$ cat src/rtl/imm_decode_stage_if.sv
`default_nettype none
// ============================================================================
// Module      : imm_decode_stage_if
// Description : Handshake and decoded-field bundle of the immediate decode
//               stage. The slave side belongs to the stage; the master side
//               belongs to the fetch/execute neighbours (or a bench).
// Revision    : 1.0  initial release
// ============================================================================
interface imm_decode_stage_if #(
  parameter int PC_WIDTH = 32
);
  // Upstream side
  logic                inValid;
  logic                inReady;
  logic [31:0]         instr;
  logic [PC_WIDTH-1:0] pcIn;
  logic                flush;
  // Downstream side
  logic                outValid;
  logic                outReady;
  logic [PC_WIDTH-1:0] pcOut;
  logic [5:0]          opcode;
  logic [4:0]          rs;
  logic [4:0]          rt;
  logic [4:0]          rd;
  logic [4:0]          shamt;
  logic [5:0]          funct;
  logic [15:0]         imm;
  logic                signExtend;
  logic                isBranch;
  logic                isDelaySlot;
  logic                illegal;

  modport slave (
    input  inValid, instr, pcIn, flush, outReady,
    output inReady, outValid, pcOut, opcode, rs, rt, rd, shamt, funct,
           imm, signExtend, isBranch, isDelaySlot, illegal
  );

  modport master (
    output inValid, instr, pcIn, flush, outReady,
    input  inReady, outValid, pcOut, opcode, rs, rt, rd, shamt, funct,
           imm, signExtend, isBranch, isDelaySlot, illegal
  );
endinterface : imm_decode_stage_if
`default_nettype wire

$ cat src/rtl/imm_decode_stage.sv
`default_nettype none
// ============================================================================
// Module      : imm_decode_stage
// Description : One-deep MIPS decode register. Splits the instruction word
//               into fields, classifies the opcode (extension mode, branch,
//               illegal) and tags instructions sitting in a branch delay slot.
// Revision    : 1.0  initial release
// ============================================================================
module imm_decode_stage #(
  parameter int PC_WIDTH = 32
) (
  input  wire logic      clk,
  input  wire logic      rst_n,
  imm_decode_stage_if.slave bus
);

  // Delay-slot tracker: SLOT means the previously accepted instruction was a
  // branch, so the next accepted one executes in its delay slot.
  typedef enum logic [0:0] {
    ST_NORMAL = 1'b0,
    ST_SLOT   = 1'b1
  } state_e;

  state_e              state_q, state_d;

  logic                valid_q;
  logic [PC_WIDTH-1:0] pc_q;
  logic [31:0]         instr_q;
  logic                sext_q;
  logic                branch_q;
  logic                slot_q;
  logic                illegal_q;

  logic                w_accept;
  logic [5:0]          w_op;
  logic [5:0]          w_funct;
  logic                w_sext;
  logic                w_branch;
  logic                w_illegal;

  assign bus.inReady = !valid_q || bus.outReady;
  assign w_accept    = bus.inValid && bus.inReady && !bus.flush;
  assign w_op        = bus.instr[31:26];
  assign w_funct     = bus.instr[5:0];

  // Opcode classification of the incoming word.
  always_comb begin
    w_sext    = 1'b1;
    w_branch  = 1'b0;
    w_illegal = 1'b0;
    case (w_op)
      6'h00: begin
        // SPECIAL: only JR/JALR redirect the PC.
        w_sext   = 1'b0;
        w_branch = (w_funct == 6'h08) || (w_funct == 6'h09);
      end
      6'h01, 6'h04, 6'h05, 6'h06, 6'h07: w_branch = 1'b1;
      6'h02, 6'h03: begin
        // J/JAL carry a target index, not a signed offset.
        w_sext   = 1'b0;
        w_branch = 1'b1;
      end
      6'h08, 6'h09, 6'h0A, 6'h0B,
      6'h20, 6'h21, 6'h23, 6'h24, 6'h25, 6'h28, 6'h29, 6'h2B: w_sext = 1'b1;
      // Logical immediates and LUI are zero-extended.
      6'h0C, 6'h0D, 6'h0E, 6'h0F: w_sext = 1'b0;
      default: begin
        w_illegal = 1'b1;
        w_sext    = 1'b0;
      end
    endcase
  end

  // Delay-slot next state: flush clears it, stalls keep it.
  always_comb begin
    state_d = state_q;
    if (bus.flush) begin
      state_d = ST_NORMAL;
    end else if (w_accept) begin
      state_d = w_branch ? ST_SLOT : ST_NORMAL;
    end
  end

  // Delay-slot state register.
  always_ff @(posedge clk or negedge rst_n) begin
    if (!rst_n) begin
      state_q <= ST_NORMAL;
    end else begin
      state_q <= state_d;
    end
  end

  // Output register: load on accept, hold under stall, drop on flush.
  always_ff @(posedge clk or negedge rst_n) begin
    if (!rst_n) begin
      valid_q   <= 1'b0;
      pc_q      <= '0;
      instr_q   <= '0;
      sext_q    <= 1'b0;
      branch_q  <= 1'b0;
      slot_q    <= 1'b0;
      illegal_q <= 1'b0;
    end else if (bus.flush) begin
      valid_q <= 1'b0;
    end else if (w_accept) begin
      valid_q   <= 1'b1;
      pc_q      <= bus.pcIn;
      instr_q   <= bus.instr;
      sext_q    <= w_sext;
      branch_q  <= w_branch;
      slot_q    <= (state_q == ST_SLOT);
      illegal_q <= w_illegal;
    end else if (bus.outReady) begin
      valid_q <= 1'b0;
    end
  end

  assign bus.outValid    = valid_q;
  assign bus.pcOut       = pc_q;
  assign bus.opcode      = instr_q[31:26];
  assign bus.rs          = instr_q[25:21];
  assign bus.rt          = instr_q[20:16];
  assign bus.rd          = instr_q[15:11];
  assign bus.shamt       = instr_q[10:6];
  assign bus.funct       = instr_q[5:0];
  assign bus.imm         = instr_q[15:0];
  assign bus.signExtend  = sext_q;
  assign bus.isBranch    = branch_q;
  assign bus.isDelaySlot = slot_q;
  assign bus.illegal     = illegal_q;

endmodule : imm_decode_stage
`default_nettype wire

$ cat src/flat_wrapper.sv
// flat-port wrapper written by rule: the top's interface ports become plain ports
module imm_decode_stage_flat 
#(
  parameter int PC_WIDTH = 32
)
  (clk, rst_n, bus_inValid, bus_instr, bus_pcIn, bus_flush, bus_outReady, bus_inReady, bus_outValid, bus_pcOut, bus_opcode, bus_rs, bus_rt, bus_rd, bus_shamt, bus_funct, bus_imm, bus_signExtend, bus_isBranch, bus_isDelaySlot, bus_illegal);
  imm_decode_stage_if #(.PC_WIDTH(PC_WIDTH)) bus_i ();
  input  wire logic clk;
  input  wire logic rst_n;
  input wire logic [$bits(bus_i.inValid)-1:0] bus_inValid;
  input wire logic [$bits(bus_i.instr)-1:0] bus_instr;
  input wire logic [$bits(bus_i.pcIn)-1:0] bus_pcIn;
  input wire logic [$bits(bus_i.flush)-1:0] bus_flush;
  input wire logic [$bits(bus_i.outReady)-1:0] bus_outReady;
  output wire logic [$bits(bus_i.inReady)-1:0] bus_inReady;
  output wire logic [$bits(bus_i.outValid)-1:0] bus_outValid;
  output wire logic [$bits(bus_i.pcOut)-1:0] bus_pcOut;
  output wire logic [$bits(bus_i.opcode)-1:0] bus_opcode;
  output wire logic [$bits(bus_i.rs)-1:0] bus_rs;
  output wire logic [$bits(bus_i.rt)-1:0] bus_rt;
  output wire logic [$bits(bus_i.rd)-1:0] bus_rd;
  output wire logic [$bits(bus_i.shamt)-1:0] bus_shamt;
  output wire logic [$bits(bus_i.funct)-1:0] bus_funct;
  output wire logic [$bits(bus_i.imm)-1:0] bus_imm;
  output wire logic [$bits(bus_i.signExtend)-1:0] bus_signExtend;
  output wire logic [$bits(bus_i.isBranch)-1:0] bus_isBranch;
  output wire logic [$bits(bus_i.isDelaySlot)-1:0] bus_isDelaySlot;
  output wire logic [$bits(bus_i.illegal)-1:0] bus_illegal;
  assign bus_i.inValid = bus_inValid;
  assign bus_i.instr = bus_instr;
  assign bus_i.pcIn = bus_pcIn;
  assign bus_i.flush = bus_flush;
  assign bus_i.outReady = bus_outReady;
  assign bus_inReady = bus_i.inReady;
  assign bus_outValid = bus_i.outValid;
  assign bus_pcOut = bus_i.pcOut;
  assign bus_opcode = bus_i.opcode;
  assign bus_rs = bus_i.rs;
  assign bus_rt = bus_i.rt;
  assign bus_rd = bus_i.rd;
  assign bus_shamt = bus_i.shamt;
  assign bus_funct = bus_i.funct;
  assign bus_imm = bus_i.imm;
  assign bus_signExtend = bus_i.signExtend;
  assign bus_isBranch = bus_i.isBranch;
  assign bus_isDelaySlot = bus_i.isDelaySlot;
  assign bus_illegal = bus_i.illegal;
  imm_decode_stage #(.PC_WIDTH(PC_WIDTH)) u_core (.clk(clk), .rst_n(rst_n), .bus(bus_i));
endmodule
$ cat config.mk
export PLATFORM = sky130hd
export DESIGN_NAME = imm_decode_stage_flat
export DESIGN_NICKNAME = d
export VERILOG_FILES = /design/src/rtl/imm_decode_stage_if.sv /design/src/rtl/imm_decode_stage.sv /design/src/flat_wrapper.sv
export SDC_FILE = /design/constraint.sdc
export NUM_CORES = 1
export LEC_CHECK = 0
export CORE_MARGIN = 2
export CORE_UTILIZATION = 39
export CTS_CLUSTER_SIZE = 8
export DETAILED_ROUTE_END_ITERATION = 16
export PLACE_DENSITY = 0.8
export RECOVER_POWER = 25
export SKIP_LAST_GASP = 1
export SLEW_MARGIN = 20
export SYNTH_ARGS = -nofsm -noshare
export SYNTH_HDL_FRONTEND = slang
export SYNTH_SLANG_ARGS = --single-unit
$ cat constraint.sdc
create_clock -name clk -period 1.91 [get_ports clk]
set_clock_uncertainty 0.2 [all_clocks]
set_input_delay 0.191 -clock clk [delete_from_list [all_inputs] [get_ports clk]]
set_output_delay 0.191 -clock clk [all_outputs]
set_load 0.01 [all_outputs]
==> impl_metrics.env <==
export IMPL_power_density_mw_per_mm2=983
export IMPL_drt_initial_drc_count=83
export IMPL_drive_gt1_share_pct=26.1
export IMPL_synth_cells=189
export IMPL_drv_slew=0
export IMPL_period_needed_ns=1.67
export IMPL_io_pins=155
export IMPL_vias=2028
export IMPL_fp_dieH_um=89.7
export IMPL_hold_viol=0
export IMPL_grt_pass1_wl_um=10200
export IMPL_cp_cell_sequence="clkdlybuf4s50_1"
export IMPL_fp_dieW_um=89.7
export IMPL_gp_congestion=0.694
export IMPL_worstPathArrival_ns=1.28
export IMPL_worstMarginPinSlew_ns=0.878
export IMPL_p_leak_nw=1.93
export IMPL_slew_headroom_pct=41.5
export IMPL_htreeDepth=3
export IMPL_grt_usage_pct=16.8
export IMPL_dp_hpwl_um=5040
export IMPL_drtPass1Iterations=4
export IMPL_io_buffers=154
export IMPL_syn2layout_area_growth_pct=62.4
export IMPL_root_buffer="clkbuf_8"
export IMPL_yosys_warnings=0
export IMPL_final_cells=440
export IMPL_path_max_fanout=3
export IMPL_setup_violations=0
export IMPL_crit_buf_inv=1
export IMPL_path_class="reg2out"
export IMPL_crit_path_end_kind="output port"
export IMPL_synth_seq_cells=70
export IMPL_path_clk_slew_ns=0.07
export IMPL_post_route_period_util_pct=87.4
export IMPL_drc=0
export IMPL_coreArea_sq_mm=0.00718
export IMPL_rows=31
export IMPL_maxCapViolations=0
export IMPL_hold_path_class="in2reg"
export IMPL_rsz0062_at_grt="no"
export IMPL_start_util_pct=39.9
export IMPL_wl_per_cell_um=15.0
export IMPL_overflow=0
export IMPL_cts_tree="yes"
export IMPL_critPathSlowestCell="clkdlybuf4s50_1"
export IMPL_worstSetupStartpointType="flop"
export IMPL_diodes=0
export IMPL_path_delay_family="buffers and inverters"
export IMPL_antenna_found_initial=0
export IMPL_die_area_sq_mm=0.00804
export IMPL_synth_nets=258
export IMPL_avgSynthCellArea_sq_um=15.1
export IMPL_fin_nets=405
export IMPL_max_freq_mhz=599
export IMPL_ir_drop_mv=0.515
export IMPL_cts_inserted_buffers=9
export IMPL_clk_path_buf_depth=2
export IMPL_cts_setup_buffers=0
export IMPL_antenna_left=0
export IMPL_via_per_inst=4.61
export IMPL_status="completed"
export IMPL_numClockSinks=70
export IMPL_netlist_area_sq_mm=0.00286
export IMPL_wirelength_um=6590
export IMPL_synth_seq_area_share_pct=61.2
export IMPL_dpl_cell_count=423
export IMPL_cpPeakStageDelay_ns=0.56
export IMPL_grt_max_degree=39
export IMPL_grt_pass1_vias=2116
export IMPL_setup_tns_ns=0
export IMPL_required_ns=1.52
export IMPL_synth_cell_types=19
export IMPL_clock_latency_ns=0.33
## placed cells by master (no fill, tap or decap), types with 2 or more instances in the layout
cell             count
clkdlybuf4s50_1    152
dfrtp_1             70
mux2_2              59
clkbuf_8            10
mux2_4               6
o21ai_0              5
a21oi_1              5
nand2_1              4
nor2_1               3
nor3_1               3
bufinv_16            3
inv_1                2
o21ai_1              2
clkinv_2             2
buf_4                2
## timing repair
item / 4_1_cts / 5_1_grt
hold endpoints to repair: 48 / 0
resized for setup: 0 / 1
setup endpoints to repair: 0 / 1
hold buffers: 1 / 0
## sequential cells by signal, indices dropped and copies added, names as in the netlist
signal                  flops
u_core.bus.illegal          1
u_core.bus.isBranch         1
u_core.bus.isDelaySlot      1
u_core.bus.outValid         1
u_core.bus.pcOut           32
u_core.bus.signExtend       1
u_core.instr_q             32
u_core.state_q              1
## report_power, final
part           switching, mW  internal, mW
combinational          0.432         0.841
clock                  0.536         0.901
sequential             0.136          1.72
## worst register-to-register path: cells and delay by family, from the launching register on
kind / cells / cell delay [ns]
buffers and inverters: 1 / 0.23
DFF: 1 / 0.38
and+or+nand+nor: 2 / 0.29
muxes: 1 / 0.40
## synthesized netlist by cell type
cell type  instances  share of area (%)
a21oi_1            5               0.87
nand2b_4           1               0.48
o21ai_0            5               0.87
inv_1              2               0.26
mux2_4             6                3.1
nor2_1             3               0.39
dfrtp_1           70                 61
nor2_4             1               0.39
nand3b_1           1               0.26
buf_6              2               0.79
nand3_1            1               0.17
nand2_1            4               0.52
nor2b_4            1               0.48
nor3_1             3               0.52
nor2b_1            1               0.22
or4b_1             1               0.35
o21ai_1            2               0.35
mux2_2            59                 23
buf_4             21                5.5
## kinds of logic (layout without fill, tap and decap cells)
logic type      Yosys count  count (layout)  synth area share (%)
flops                    70              70                  61.2
mux                      65              65                  26.4
buf+inv                  25             177                  6.56
simple gates             17              17                  3.80
compound gates           12              12                  2.10
## final cells by class
cell class                 instances  area, sq um
clock buffer                      10          138
sequential                        70         1750
timing repair buffer             159         1600
tap                               99          124
fill                             558         2530
multi-input combinational         94          923
inverter                           2         7.51
clock inverter                     6          109
## routing by layer
layer	track usage (%)	wire length (um)	vias to the layer above
li1	-	-	938
met1	20.1	2590	993
met2	27.5	3320	89
met3	5.03	578	8
met4	8.41	100	0
met5	0	0	-
## stage by stage
step	area (sq um)	worst slack [ns]	hold WS, ns	utilization, %	power [mW]
after floorplan	2860	0.299	-0.305	-	2.41
final	4650	0.242	0.261	64.8	4.57
after global routing	4650	0.133	0.251	64.8	4.79
after detailed placement	4400	-0.0215	-0.0237	61.3	3.18
after CTS	4660	0.0350	0.168	64.9	4.64
after global placement	4400	0.0208	-0.0251	61.3	3.15
## worst paths after layout
check | start | endpoint | slack, ns | depth (start not counted)
max | u_core.instr_q[4]$_DFFE_PN0P_ | bus_funct[4] | 0.24 | 1
min | bus_flush | u_core.bus.outValid$_DFFE_PN0P_ | 0.26 | 2
max reg2reg | u_core.bus.outValid$_DFFE_PN0P_ | u_core.bus.pcOut[26]$_DFFE_PN0P_ | 0.30 | 4
min reg2reg | u_core.instr_q[22]$_DFFE_PN0P_ | u_core.instr_q[22]$_DFFE_PN0P_ | 0.31 | 1
max in group asynchronous | rst_n | u_core.bus.pcOut[21]$_DFFE_PN0P_ | 0.36 | 3
min in group asynchronous | rst_n | u_core.bus.pcOut[6]$_DFFE_PN0P_ | 0.33 | 2
No activity file was read; power rests on OpenSTA's default activity.
